## src/rtl/pong_pkg.sv

```systemverilog
// Shared definitions for the pong engine: state encoding, palette, ball sprite
// and the helper that centres objects on the screen.
package pong_pkg;

  typedef enum logic [1:0] {
    ST_SERVE = 2'b00,
    ST_PLAY  = 2'b01,
    ST_MISS  = 2'b10,
    ST_OVER  = 2'b11
  } game_state_t;

  localparam logic [11:0] COLOR_BLANK   = 12'h000;
  localparam logic [11:0] COLOR_WALL    = 12'h111;
  localparam logic [11:0] COLOR_PAD     = 12'h111;
  localparam logic [11:0] COLOR_BALL    = 12'h1FF;
  localparam logic [11:0] COLOR_BG      = 12'hCCC;
  localparam logic [11:0] COLOR_BG_OVER = 12'h00F;

  localparam int SPRITE_ROWS = 12;

  // Row 0 is the top of the ball; bit 11 is the leftmost column.
  localparam logic [0:SPRITE_ROWS-1][11:0] BALL_SPRITE = {
    12'h0F0, 12'h3FC, 12'h7FE, 12'h7FE, 12'hFFF, 12'hFFF,
    12'hFFF, 12'hFFF, 12'h7FE, 12'h7FE, 12'h3FC, 12'h0F0
  };

  function automatic logic [9:0] centre_pos(input int span, input int size);
    return 10'((span - size) / 2);
  endfunction

endpackage

```

## src/rtl/pong_ball_rom.sv

```systemverilog
// Round ball sprite lookup: one 12-bit row per address, blank outside the sprite.
module pong_ball_rom
  import pong_pkg::*;
(
  input  logic [9:0]  row,
  output logic [11:0] row_bits
);

  always_comb begin
    row_bits = '0;
    if (row < 10'(SPRITE_ROWS)) row_bits = BALL_SPRITE[row[3:0]];
  end

endmodule

```

## src/rtl/pong_engine.sv

```systemverilog
// Single-player pong: paddle and ball motion, scoring, lives, game-state FSM
// and the pixel renderer driven by the VGA sync generator's x/y.
module pong_engine
  import pong_pkg::*;
#(
  parameter int H_ACTIVE    = 640,
  parameter int V_ACTIVE    = 480,
  parameter int WALL_L      = 77,
  parameter int WALL_R      = 84,
  parameter int PAD_X_L     = 620,
  parameter int PAD_W       = 5,
  parameter int PAD_H       = 98,
  parameter int PAD_STEP    = 2,
  parameter int BALL_SIZE   = 12,
  parameter int BALL_V0     = 3,
  parameter int SPEED_MAX   = 4,
  parameter int LIVES       = 3,
  parameter int MISS_FRAMES = 60,
  parameter int SCORE_W     = 16
) (
  input  logic               clk,
  input  logic               reset,
  input  logic               up,
  input  logic               down,
  input  logic               serve,
  input  logic               video_on,
  input  logic [9:0]         x,
  input  logic [9:0]         y,
  output logic [11:0]        rgb,
  output logic [SCORE_W-1:0] score,
  output logic [2:0]         lives_left,
  output logic [1:0]         game_state
);

  localparam int SPD_W  = $clog2(SPEED_MAX + 1);
  localparam int MISS_W = $clog2(MISS_FRAMES + 1);

  localparam logic [10:0] K_H_LAST   = 11'(H_ACTIVE - 1);
  localparam logic [10:0] K_V_LAST   = 11'(V_ACTIVE - 1);
  localparam logic [10:0] K_BALL     = 11'(BALL_SIZE);
  localparam logic [10:0] K_BALL_M1  = 11'(BALL_SIZE - 1);
  localparam logic [10:0] K_BALL_YMX = 11'(V_ACTIVE - BALL_SIZE);
  localparam logic [10:0] K_HIT_X    = 11'(PAD_X_L - BALL_SIZE);
  localparam logic [10:0] K_PARK_X   = 11'(WALL_R + 1);
  localparam logic [10:0] K_WALL_L   = 11'(WALL_L);
  localparam logic [10:0] K_WALL_R   = 11'(WALL_R);
  localparam logic [10:0] K_PAD_XL   = 11'(PAD_X_L);
  localparam logic [10:0] K_PAD_XR   = 11'(PAD_X_L + PAD_W - 1);
  localparam logic [10:0] K_PAD_M1   = 11'(PAD_H - 1);
  localparam logic [10:0] K_PAD_MAX  = 11'(V_ACTIVE - PAD_H);
  localparam logic [10:0] K_STEP     = 11'(PAD_STEP);
  localparam logic [10:0] K_V0       = 11'(BALL_V0);

  localparam logic [9:0] PARK_X   = 10'(WALL_R + 1);
  localparam logic [9:0] PARK_Y   = centre_pos(V_ACTIVE, BALL_SIZE);
  localparam logic [9:0] PAD_HOME = centre_pos(V_ACTIVE, PAD_H);

  game_state_t       state;
  logic [9:0]        ball_x, ball_y, pad_top;
  logic              dir_x, dir_y;  // 1 = right / down
  logic [SPD_W-1:0]  speed_inc;
  logic [MISS_W-1:0] miss_cnt;

  logic        frame_tick;
  logic [10:0] bx, by, pt, xx, yy, dx, dy;
  logic [9:0]  next_x, next_y, next_pad;
  logic        next_dir_x, next_dir_y, hit, miss, overlap;

  assign frame_tick = (y == 10'(V_ACTIVE + 1)) && (x == '0);
  assign game_state = state;

  assign bx = {1'b0, ball_x};
  assign by = {1'b0, ball_y};
  assign pt = {1'b0, pad_top};
  assign xx = {1'b0, x};
  assign yy = {1'b0, y};
  assign dx = K_V0 + 11'(speed_inc);
  assign dy = K_V0;
  assign overlap = (by <= pt + K_PAD_M1) && (by + K_BALL_M1 >= pt);

  // Axes are resolved independently; magnitudes only, direction in separate bits.
  always_comb begin
    next_y     = ball_y;
    next_dir_y = dir_y;
    next_x     = ball_x;
    next_dir_x = dir_x;
    hit        = 1'b0;
    miss       = 1'b0;
    next_pad   = pad_top;

    if (!dir_y) begin
      if (by < dy) begin
        next_y     = '0;
        next_dir_y = 1'b1;
      end else begin
        next_y = 10'(by - dy);
      end
    end else if (by + K_BALL_M1 + dy > K_V_LAST) begin
      next_y     = 10'(K_BALL_YMX);
      next_dir_y = 1'b0;
    end else begin
      next_y = 10'(by + dy);
    end

    if (!dir_x) begin
      if (bx < K_PARK_X + dx) begin
        next_x     = PARK_X;
        next_dir_x = 1'b1;
      end else begin
        next_x = 10'(bx - dx);
      end
    end else if ((bx + K_BALL_M1 + dx >= K_PAD_XL) && overlap) begin
      hit        = 1'b1;
      next_x     = 10'(K_HIT_X);
      next_dir_x = 1'b0;
    end else if (bx + K_BALL_M1 + dx > K_H_LAST) begin
      miss = 1'b1;
    end else begin
      next_x = 10'(bx + dx);
    end

    if (up) begin
      next_pad = (pt >= K_STEP) ? 10'(pt - K_STEP) : '0;
    end else if (down) begin
      next_pad = (pt + K_STEP > K_PAD_MAX) ? 10'(K_PAD_MAX) : 10'(pt + K_STEP);
    end
  end

  always_ff @(posedge clk or posedge reset) begin
    if (reset) begin
      state      <= ST_SERVE;
      score      <= '0;
      lives_left <= 3'(LIVES);
      speed_inc  <= '0;
      miss_cnt   <= '0;
      pad_top    <= PAD_HOME;
      ball_x     <= PARK_X;
      ball_y     <= PARK_Y;
      dir_x      <= 1'b1;
      dir_y      <= 1'b1;
    end else begin
      case (state)
        ST_SERVE: begin
          // Serve beats a coincident frame tick: the ball stays parked this frame.
          if (serve) begin
            state <= ST_PLAY;
            dir_x <= 1'b1;
            dir_y <= 1'b1;
          end
        end
        ST_PLAY: begin
          if (frame_tick) begin
            ball_y <= next_y;
            dir_y  <= next_dir_y;
            if (miss) begin
              state      <= ST_MISS;
              lives_left <= lives_left - 3'd1;
              speed_inc  <= '0;
              miss_cnt   <= '0;
            end else begin
              ball_x <= next_x;
              dir_x  <= next_dir_x;
            end
            if (hit) begin
              if (score != '1) score <= score + 1'b1;
              if (speed_inc < SPD_W'(SPEED_MAX)) speed_inc <= speed_inc + 1'b1;
            end
          end
        end
        ST_MISS: begin
          if (frame_tick) begin
            if (miss_cnt == MISS_W'(MISS_FRAMES - 1)) begin
              miss_cnt <= '0;
              state    <= (lives_left == 3'd0) ? ST_OVER : ST_SERVE;
              ball_x   <= PARK_X;
              ball_y   <= PARK_Y;
            end else begin
              miss_cnt <= miss_cnt + 1'b1;
            end
          end
        end
        ST_OVER: begin
          if (serve) begin
            state      <= ST_SERVE;
            score      <= '0;
            lives_left <= 3'(LIVES);
            speed_inc  <= '0;
            ball_x     <= PARK_X;
            ball_y     <= PARK_Y;
          end
        end
        default: state <= ST_SERVE;
      endcase

      if (frame_tick && (state != ST_OVER)) pad_top <= next_pad;
    end
  end

  logic [9:0]  spr_row, spr_col;
  logic [11:0] spr_bits;
  logic        wall_on, pad_on, box_on, sprite_bit, ball_on;

  assign spr_row = y - ball_y;
  assign spr_col = x - ball_x;

  pong_ball_rom u_ball_rom (
    .row      (spr_row),
    .row_bits (spr_bits)
  );

  assign wall_on    = (xx >= K_WALL_L) && (xx <= K_WALL_R);
  assign pad_on     = (xx >= K_PAD_XL) && (xx <= K_PAD_XR) && (yy >= pt) && (yy <= pt + K_PAD_M1);
  assign box_on     = (xx >= bx) && (xx < bx + K_BALL) && (yy >= by) && (yy < by + K_BALL);
  assign sprite_bit = (spr_col < 10'd12) ? spr_bits[4'd11 - spr_col[3:0]] : 1'b0;
  assign ball_on    = box_on && ((state == ST_SERVE) || (state == ST_PLAY)) &&
                      ((BALL_SIZE != 12) || sprite_bit);

  always_comb begin
    rgb = (state == ST_OVER) ? COLOR_BG_OVER : COLOR_BG;
    if (!video_on)    rgb = COLOR_BLANK;
    else if (wall_on) rgb = COLOR_WALL;
    else if (pad_on)  rgb = COLOR_PAD;
    else if (ball_on) rgb = COLOR_BALL;
  end

endmodule

```

## config.mk

```make
export PLATFORM = sky130hd
export DESIGN_NAME = pong_engine
export DESIGN_NICKNAME = d
export VERILOG_FILES = /design/src/rtl/pong_pkg.sv /design/src/rtl/pong_ball_rom.sv /design/src/rtl/pong_engine.sv
export SDC_FILE = /design/constraint.sdc
export NUM_CORES = 1
export LEC_CHECK = 0
export CORE_ASPECT_RATIO = 0.7
export CORE_MARGIN = 4
export CORE_UTILIZATION = 50
export CTS_BUF_LIST = sky130_fd_sc_hd__clkbuf_16
export DETAILED_ROUTE_END_ITERATION = 10
export PLACE_DENSITY_LB_ADDON = 0.25
export SKIP_LAST_GASP = 1
export SLEW_MARGIN = 20
export SYNTH_ARGS = -nofsm -noshare
export SYNTH_HDL_FRONTEND = slang
export SYNTH_SLANG_ARGS = --single-unit
```

## constraint.sdc

```tcl
create_clock -name clk -period 7 [get_ports clk]
set_clock_uncertainty 0.15 [all_clocks]
set_input_delay 1.4 -clock clk [delete_from_list [all_inputs] [get_ports clk]]
set_output_delay 1.4 -clock clk [all_outputs]
set_load 0.005 [all_outputs]
```

Word level (Yosys, flattened, before mapping)

Memory sizes are Yosys's and may differ from the RTL's.
Cells that the tools add are included.

Bits in registers: 62
Bits in latches: 0
Bits in writable memories: 0
ROM bits: 192
Bits of input ports: 26
Output and inout bits: 33
Memories kept: 1

Add/sub/neg operators: 22
Multipliers: 0
Div/mod/pow operators: 0
Magnitude comparators: 24
Equality and inequality tests: 17
Shift operators: 0
Muxes and demuxes: 78
Bitwise gates (word level): 1
Reductions and logical operators: 32

Memories:

| name             | words | bits a word | rd ports | clocked after Yosys merged registers in | write ports | RTL line            | RTL |
|---|---|---|---|---|---|---|---|
| (name not given) | 16    | 12          | 1        | 0                                       | 0           | pong_ball_rom.sv:11 | `if (row < 10'(SPRITE_ROWS)) row_bits = BALL_SPRITE[row[3:0]];` |

Operator list:

| cell                  | count |
|---|---|
| $mux 10               | 20 |
| $mux 12               | 8 |
| $mux 16               | 4 |
| $pmux 10 s3           | 2 |
| $add 10x4->11 const B | 4 |
| $pmux 16 s2           | 1 |
| $ge 10x10->1          | 3 |
| $mux 3                | 8 |
| $mux 6                | 4 |
| $gt 11x9->1 const B   | 2 |
| $le 10x11->1          | 2 |
| $lt 10x11->1          | 2 |
| $lt 10x4->1 const B   | 2 |
| $ne 2x2->1 const B    | 10 |
| $sub 10x10->10        | 2 |
| $sub 10x2->10 const B | 2 |
| $mux 1                | 17 |
| $add 16x1->16 const B | 1 |
| $ne 16x16->1 const B  | 1 |
| $mux 2                | 7 |
| $logic_and 1x1->1     | 13 |
| $pmux 3 s2            | 2 |
| $pmux 6 s2            | 1 |
| $reduce_and 4->1      | 3 |
| other kinds (46)      | 53 |

Depth between registers and ports, before layout

Gate-level depths: netlist of run 1.

Depth in word-level cells: 14
Mapped depth: 17
Depth with buffers taken out: 15

Cells and area by module

From an unflattened synthesis of run 1, not the netlist that was laid out.

Cells, all modules: 1106
Area total of the unflattened synthesis: 8653.3 µm²

By module, submodules not included:

| module        | times used | cells an instance | area an instance (µm²) |
|---|---|---|---|
| pong_engine   | 1          | 1087              | 8518.2 |
| pong_ball_rom | 1          | 19                | 135.1 |

Least setup slack after synthesis of run 1

Ideal clock, no wire load.

Path type: input -> output
Start: input x[0]
End: output rgb[8]
Arrival time: 4.319 ns
Data required time: 5.450 ns
Slack: 1.131 ns
Stages on the path: 15
Cell sequence: inv_1 > ha_1 > inv_1 > fa_1 > xnor2_1 > inv_1 > ha_1 > and3b_1 > or4_1 > a311oi_1 > o2111ai_1 > nor4_1 > nand4_1 > a21oi_1 > buf_4

Cells in the longest elaborated chain, start to end: 10

RTL lines:

| element                                                                  | RTL line                               | RTL |
|---|---|---|
| start, declared                                                          | pong_engine.sv:27                      | `input logic [9:0] x,` |
| $sub 10x10->10 (tied with other cells)                                   | pong_engine.sv:204                     | `assign spr_col = x - ball_x;` |
| $sub 4x4->4 / $logic_and 1x1->1 (equally long branches)                  | pong_engine.sv:214, pong_engine.sv:213 |  |
| $bmux 1 s4 / $logic_and 1x1->1 (equally long branches)                   | pong_engine.sv:214, pong_engine.sv:213 |  |
| $mux 1 (implied by the code) / $logic_and 1x1->1 (equally long branches) | pong_engine.sv:214, pong_engine.sv:213 |  |
| $mux 1 / $logic_and 1x1->1 (equally long branches)                       | pong_engine.sv:214, pong_engine.sv:215 |  |
| $logic_and 1x1->1                                                        | pong_engine.sv:215                     | `assign ball_on = box_on && ((state == ST_SERVE) \|\| (state == ST_PLAY)) &&` |
| $mux 12                                                                  | pong_engine.sv:223                     | `else if (ball_on) rgb = COLOR_BALL;` |
| $mux 12                                                                  | pong_engine.sv:222                     | `else if (pad_on) rgb = COLOR_PAD;` |
| $mux 12 (*)                                                              | pong_engine.sv:221                     | `else if (wall_on) rgb = COLOR_WALL;` |
| $mux 12 (*)                                                              | pong_engine.sv:220                     | `if (!video_on) rgb = COLOR_BLANK;` |
| end, declared                                                            | pong_engine.sv:29                      | `output logic [11:0] rgb,` |

Every way passes the cells marked *; elsewhere a longest branch is shown, timed or not. The select of a mux whose other input is x is not followed.

Worst setup path in the final report of run 1

Ends and elaborated chain as after synthesis.

==> results.cfg, run 1 <==
[clocking]
clk_pin_slew_worst_paths_ns = 0.05
cts_buffer_depth = 2
root_buffer = clkbuf_16
htreeDepth = 3
ctsHoldBuffers = 0
cts_buffers = 9
clock_sinks = 62
cts_tree = yes
clock_latency_ns = 0.35

[yosys]
synth_edf_count = 0
synth-warning-count = 0
async_flop_share = 1.000
avgSynthCellArea_sq_um = 7.808
synth-seq-cells = 62
syn_nets = 1239
synth_top_area_cell = ha_1
synth_area_leaders = ha_1, dfrtp_1, dfstp_2
syn_inst = 1090
yosysSeqAreaShare = 0.1852
syn-cell-area_sq_mm = 0.008511
synth_top_area_share = 0.1720
synth_flop_cell = dfrtp_1
ys_types = 92

[layout]
regArea_sq_mm = 0.001577
num-fill-cells = 1553
nets = 1276
multi_input_comb_area_sq_mm = 0.006470
fin_area_sq_mm = 0.009569
layout-drive-gt1-share = 0.07509
layout_commonest_cell = ha_1
layoutNonFillerInstCount = 1357
diodes = 0
syn_to_final_growth_pct = 12.44
final_cell_mix = ha_1, nand2_1, a21oi_1

[critical_path]
worstPathArrival_ns = 5.33
critPathLaunchType = input port
critPathLaunch = x[0]
reg2reg_depth = 15
critPathMaxFanout = 6
worstPathRequired_ns = 5.45
crit_end = rgb[8]
timing.critical_path.to_type = output pin
r2r_start = ball_y[1]$_DFFE_PP1P_
critPathKind = in2out
r2r_slack_ns = 1.80
r2r-end = score[3]$_DFFE_PP0P_

[grt]
track_usage = 0.2747
first_global_vias = 7886
grt_max_degree = 63
grt_pass1_wl_microns = 42190
grt-ovfl-total = 0
grt_antenna_before_repair = 0

[placed_design]
place_inst = 1339
placed_area_sq_mm = 0.009230
hpwl_microns = 20370
gp_congestion = 0.9846
io_buffers = 57

[power]
total_power_uw = 941.9
p_seq_frac = 0.388
p_per_area_mw_per_mm2 = 98.43
intPower_uw = 667.1
vdd_drop_max_mv = 0.1120
switchingPower_uw = 274.8
switching_share = 0.2917
clkPwrFrac = 0.441
combPwrFrac = 0.171
p_leak_uw = 0.003956

[worst_hold_path]
hold_class = reg2reg

[sta]
fin_crit_sh = 0.9831
finalMaxSlewViolations = 0
hold-worst-slack_ns = 0.3386
finalSetupTns_ns = 0
setup_viol = 0
worstMarginPinSlew_ns = 0.9225
relSlewSlack = 0.3766
fmax_mhz = 145.3
hold_viol = 0
timing.final.crit_period_ns = 6.882

[route]
drt_iter0_drc = 1026
vias = 8689
wirelength_microns = 26020
ant_nets = 0
wl_per_cell_microns = 19.17
post-route-drc-count = 0
routed_via_density = 6.403
firstDrtPassIters = 5

[run_status]
status = finished clean

[floorplan]
initial_core_util = 0.5160
die-area_sq_mm = 0.01921
die_h_microns = 117.2
ioPinCount = 59
row_count = 39
die_w_microns = 163.9
coreArea_sq_mm = 0.01649

[run]
maxCapViolCount = 0
[cells by family (layout without fill, tap and decap cells)]
family,after synthesis,after routing,synth area share
fa+ha+maj,123,123,0.1861
other cells,1,1,0.0004406
xor+xnor,52,52,0.05351
compound gates,351,351,0.2801
flops,62,62,0.1852
mux,10,10,0.01235
simple gates,367,367,0.2226
buf+inv,124,166,0.05969
[Yosys cell counts, types with 6 or more instances]
cell type    n
a21oi_1     80
nor4_1      14
or3_1       16
a21boi_0     6
o311ai_0     6
nand2b_1    16
or4_1        7
ha_1       117
o21a_1      15
fa_1         6
clkbuf_1    25
nor3_1      37
mux2i_1      6
a2bb2oi_1    6
nor2b_1     16
a211oi_1    16
dfrtp_1     42
dfstp_2     20
o31ai_1      7
nand4_1     13
a211o_1     10
nand3_1     49
nand2_1     90
o21bai_1     7
inv_1       74
o21ai_0     64
xor2_1       9
buf_2        7
a2111oi_0    6
a31oi_1     19
xnor2_1     43
nor2_1      58
and3_1      12
buf_4        7
o211ai_1    19
o21ai_1     16
o2111ai_1    9
a21o_1      12
[stage by stage]
step                      setup slack [ns]    util
after floorplan                      1.131       -
after global placement            0.007638  0.5596
after detailed placement           -0.1499  0.5596
after CTS                       -0.0005267  0.5772
after global routing              -0.06781  0.5802
final                               0.1183  0.5802
[worst min-delay path by stage]
stage	startpoint	to	depth (start not counted)
after floorplan	miss_cnt[4]$_DFFE_PP0P_	miss_cnt[4]$_DFFE_PP0P_	1
after global placement	miss_cnt[4]$_DFFE_PP0P_	miss_cnt[4]$_DFFE_PP0P_	1
after detailed placement	miss_cnt[4]$_DFFE_PP0P_	miss_cnt[4]$_DFFE_PP0P_	1
after CTS	miss_cnt[4]$_DFFE_PP0P_	miss_cnt[4]$_DFFE_PP0P_	1
after global routing	miss_cnt[4]$_DFFE_PP0P_	miss_cnt[4]$_DFFE_PP0P_	1
final	miss_cnt[4]$_DFFE_PP0P_	miss_cnt[4]$_DFFE_PP0P_	1
[critical path, cell delays in order]
cell and delay, ns:
clkdlybuf4s50_1 0.45, inv_1 0.08, ha_2 0.17, inv_1 0.05, fa_2 0.36, xnor2_2 0.17
inv_1 0.07, ha_2 0.37, and3b_1 0.21, or4_1 0.43, a311oi_2 0.24, o2111ai_2 0.18
nor4_2 0.17, nand4_1 0.13, buf_4 0.18, a21oi_2 0.15, clkdlybuf4s50_1 0.52
[cell type report]
class,instances,area share
Sequential cell,62,0.1647
Multi-Input combinational cell,904,0.6761
Clock buffer,9,0.02354
Timing Repair Buffer,68,0.06956
Tap cell,225,0.02942
Inverter,82,0.03217
Clock inverter,7,0.004446
[what timing repair did]
item,4_1_cts,5_1_grt
pin swaps,1,3
buffers inserted,2,0
gates resized for setup,2,13
setup endpoints to repair,7,7
[flip-flops by register name, summed over array words and instances, names as in the netlist]
register	count
ball_x	10
ball_y	10
dir_x	1
dir_y	1
game_state	2
lives_left	3
miss_cnt	6
pad_top	10
score	16
speed_inc	3
[power groups by stage]
| stage | combinational (uW) | clock, uW | sequential, uW |
|---|---|---|---|
| CTS | 156 | 424 | 365 |
| finish | 161 | 415 | 366 |
| global placement | 152 | 0 | 371 |
| floorplan | 102 | 0 | 368 |
| global route | 178 | 441 | 366 |
| detailed placement | 153 | 0 | 371 |
[routing by layer]
layer  share of wire  GRT usage
met1            0.49     0.4371
met2            0.38     0.3711
met3            0.11    0.06895
met4           0.010    0.04749
met5               0    0.01010
(Power assumes the default switching activity.)
==> run 2: changes to the inputs <==
--- a/config.mk
+++ b/config.mk
@@ -12,7 +12,6 @@
 export DETAILED_ROUTE_END_ITERATION = 10
 export PLACE_DENSITY_LB_ADDON = 0.25
 export SKIP_LAST_GASP = 1
-export SLEW_MARGIN = 20
 export SYNTH_ARGS = -nofsm -noshare
 export SYNTH_HDL_FRONTEND = slang
 export SYNTH_SLANG_ARGS = --single-unit
==> results of run 2 <==
The final DEF is identical to that of run 1; final timing and power are the same.
==> run 3: changes to the inputs <==
==> constraint.sdc (replaced) <==
create_clock -name clk -period 5.55 [get_ports clk]
set_clock_uncertainty 0.15 [all_clocks]
set_input_delay 1.11 -clock clk [delete_from_list [all_inputs] [get_ports clk]]
set_output_delay 1.11 -clock clk [all_outputs]
set_load 0.005 [all_outputs]
==> run 3 against run 2 <==
Effect of this change: combinational power increased by 54%; cell count up 5.3%; setup slack got worse by 0.052 ns; largest power group unchanged; highest routed layer unchanged; largest cell class unchanged; count of clock-buffer cells in the layout stayed put; die area stayed put; critical endpoint is now rgb[0].
==> results.cfg, run 3 (same netlist as run 1, synthesis figures left out) <==
[run_status]
status = finished clean

[grt]
grt-ovfl-total = 0
grt_pass1_wl_microns = 43820
track_usage = 0.2845
first_global_vias = 8231
grt_antenna_before_repair = 0
grt_max_degree = 33

[floorplan]
initial_core_util = 0.5160
die_h_microns = 117.2
coreArea_sq_mm = 0.01649
row_count = 39
die-area_sq_mm = 0.01921
die_w_microns = 163.9
ioPinCount = 59

[layout]
nets = 1348
diodes = 0
layout_commonest_cell = ha_1
layout-drive-gt1-share = 0.1520
fin_area_sq_mm = 0.01023
largest-register = score
finalCoreUtilization = 0.6204
syn_to_final_growth_pct = 20.23
num-fill-cells = 1458
final_cell_mix = ha_1, nand2_1, buf_4
multi_input_comb_area_sq_mm = 0.006569
largest_reg_flops = 16
regArea_sq_mm = 0.001577

[clocking]
clock_sinks = 62
htreeDepth = 3
clock_latency_ns = 0.34
root_buffer = clkbuf_16
cts_buffer_depth = 2
cts_tree = yes
clk_pin_slew_worst_paths_ns = 0.05
cts_buffers = 9

[power]
p_per_area_mw_per_mm2 = 132.9
vdd_drop_max_mv = 0.1443
total_power_uw = 1360
p_leak_uw = 0.004313

[route]
drt_iter0_drc = 1000
firstDrtPassIters = 7
vias = 8940
routed_via_density = 6.256
wirelength_microns = 26980
wl_per_cell_microns = 18.88
post-route-drc-count = 0
ant_nets = 0

[placed_design]
placed_area_sq_mm = 0.009733
io_buffers = 57
gp_congestion = 0.9550
hpwl_microns = 20980

[sta]
finalSetupTns_ns = 0
finalMaxSlewViolations = 0
timing.final.crit_period_ns = 5.484
fmax_mhz = 182.4
relSlewSlack = 0.4122
hold_viol = 0
rsz0062_at_grt = true
fin_crit_sh = 0.9880
worstMarginPinSlew_ns = 0.8703
setup_viol = 0

[critical_path]
timing.critical_path.to_type = output pin
critPathMaxFanout = 3
critPathKind = in2out
worstPathArrival_ns = 4.22
critPathLaunchType = input port
cp_slowest_cell = or4_4
max_stage_delay_ns = 0.42
worstPathRequired_ns = 4.29
crit_chain = buf_8, inv_4, ha_4, inv_2, fa_2, xnor2_2, inv_2, ha_4, and3b_1, or4_4, a311oi_2, o2111ai_1, nor4_1, nand4_1, buf_6, buf_6, a31oi_1, buf_2

[run]
maxCapViolCount = 0

[worst_hold_path]
hold_class = reg2reg
-- run 3: cell count changes in the layout (fill, tap and decap cells not counted), moves of 3 or more --
cell	change
buf_2	+8
bufinv_16	+3
dlymetal6s2s_1	-5
buf_4	+70
ha_4	+4
ha_1	-3
inv_2	+3
clkdlybuf4s50_1	-6
clkinvlp_4	-3
-- run 3: worst max-delay path: cells and delay by family --
kind | cells | cell delay [ns]
AOI/OAI and AO/OA | 3 | 0.49
xor gates and xnor gates | 1 | 0.22
adders and majority gates | 3 | 0.75
buffers and inverters | 7 | 0.66
and+or+nand+nor | 4 | 0.99
-- run 3: area by class of cell --
cell class | instances | area share
clock buffer | 9 | 0.02201
clock inverter | 7 | 0.01039
inverter | 82 | 0.03033
multi-input combinational | 904 | 0.6420
sequential | 62 | 0.1541
tap | 225 | 0.02751
timing repair buffer | 140 | 0.1137
-- run 3: where the power goes --
| group | internal (uW) | switching (uW) | total [uW] |
|---|---|---|---|
| Sequential | 456 | 5.15 | 461 |
| Clock | 433 | 218 | 651 |
| Combinational | 119 | 129 | 248 |
-- run 3: final timing paths --
check	from	to	slack (ns)	depth (start not counted)
max	x[0]	rgb[0]	0.07	18
min	miss_cnt[4]$_DFFE_PP0P_	miss_cnt[4]$_DFFE_PP0P_	0.33	1
max reg2reg	ball_y[1]$_DFFE_PP1P_	ball_x[6]$_DFFE_PP1P_	0.41	15
min reg2reg	miss_cnt[4]$_DFFE_PP0P_	miss_cnt[4]$_DFFE_PP0P_	0.33	1
max in group asynchronous	reset	ball_y[6]$_DFFE_PP1P_	3.23	3
min in group asynchronous	reset	score[3]$_DFFE_PP0P_	1.07	2
-- run 3: repair_timing --
action,4_1_cts,5_1_grt
endpoints found under the setup margin,8,11
pin swaps,19,12
hold buffers,0,0
setup buffers,9,0
resized for setup,61,14
-- run 3: through the flow --
stage	worst slack, ns	std cells	hold slack [ns]
2_1_floorplan	0.2614	1090	0.3006
3_3_place_gp	-0.7153	1406	0.3235
3_5_place_dp	-0.8537	1406	0.3294
4_1_cts	-0.08040	1431	0.3367
5_1_grt	-0.03986	1429	0.3837
6_report	0.06648	1429	0.3338
-- run 3: metal layers --
metal	track usage	share of wire
met1	0.4407	0.48
met5	0	0
met2	0.4124	0.40
met3	0.05320	0.10
met4	0.05307	0.012
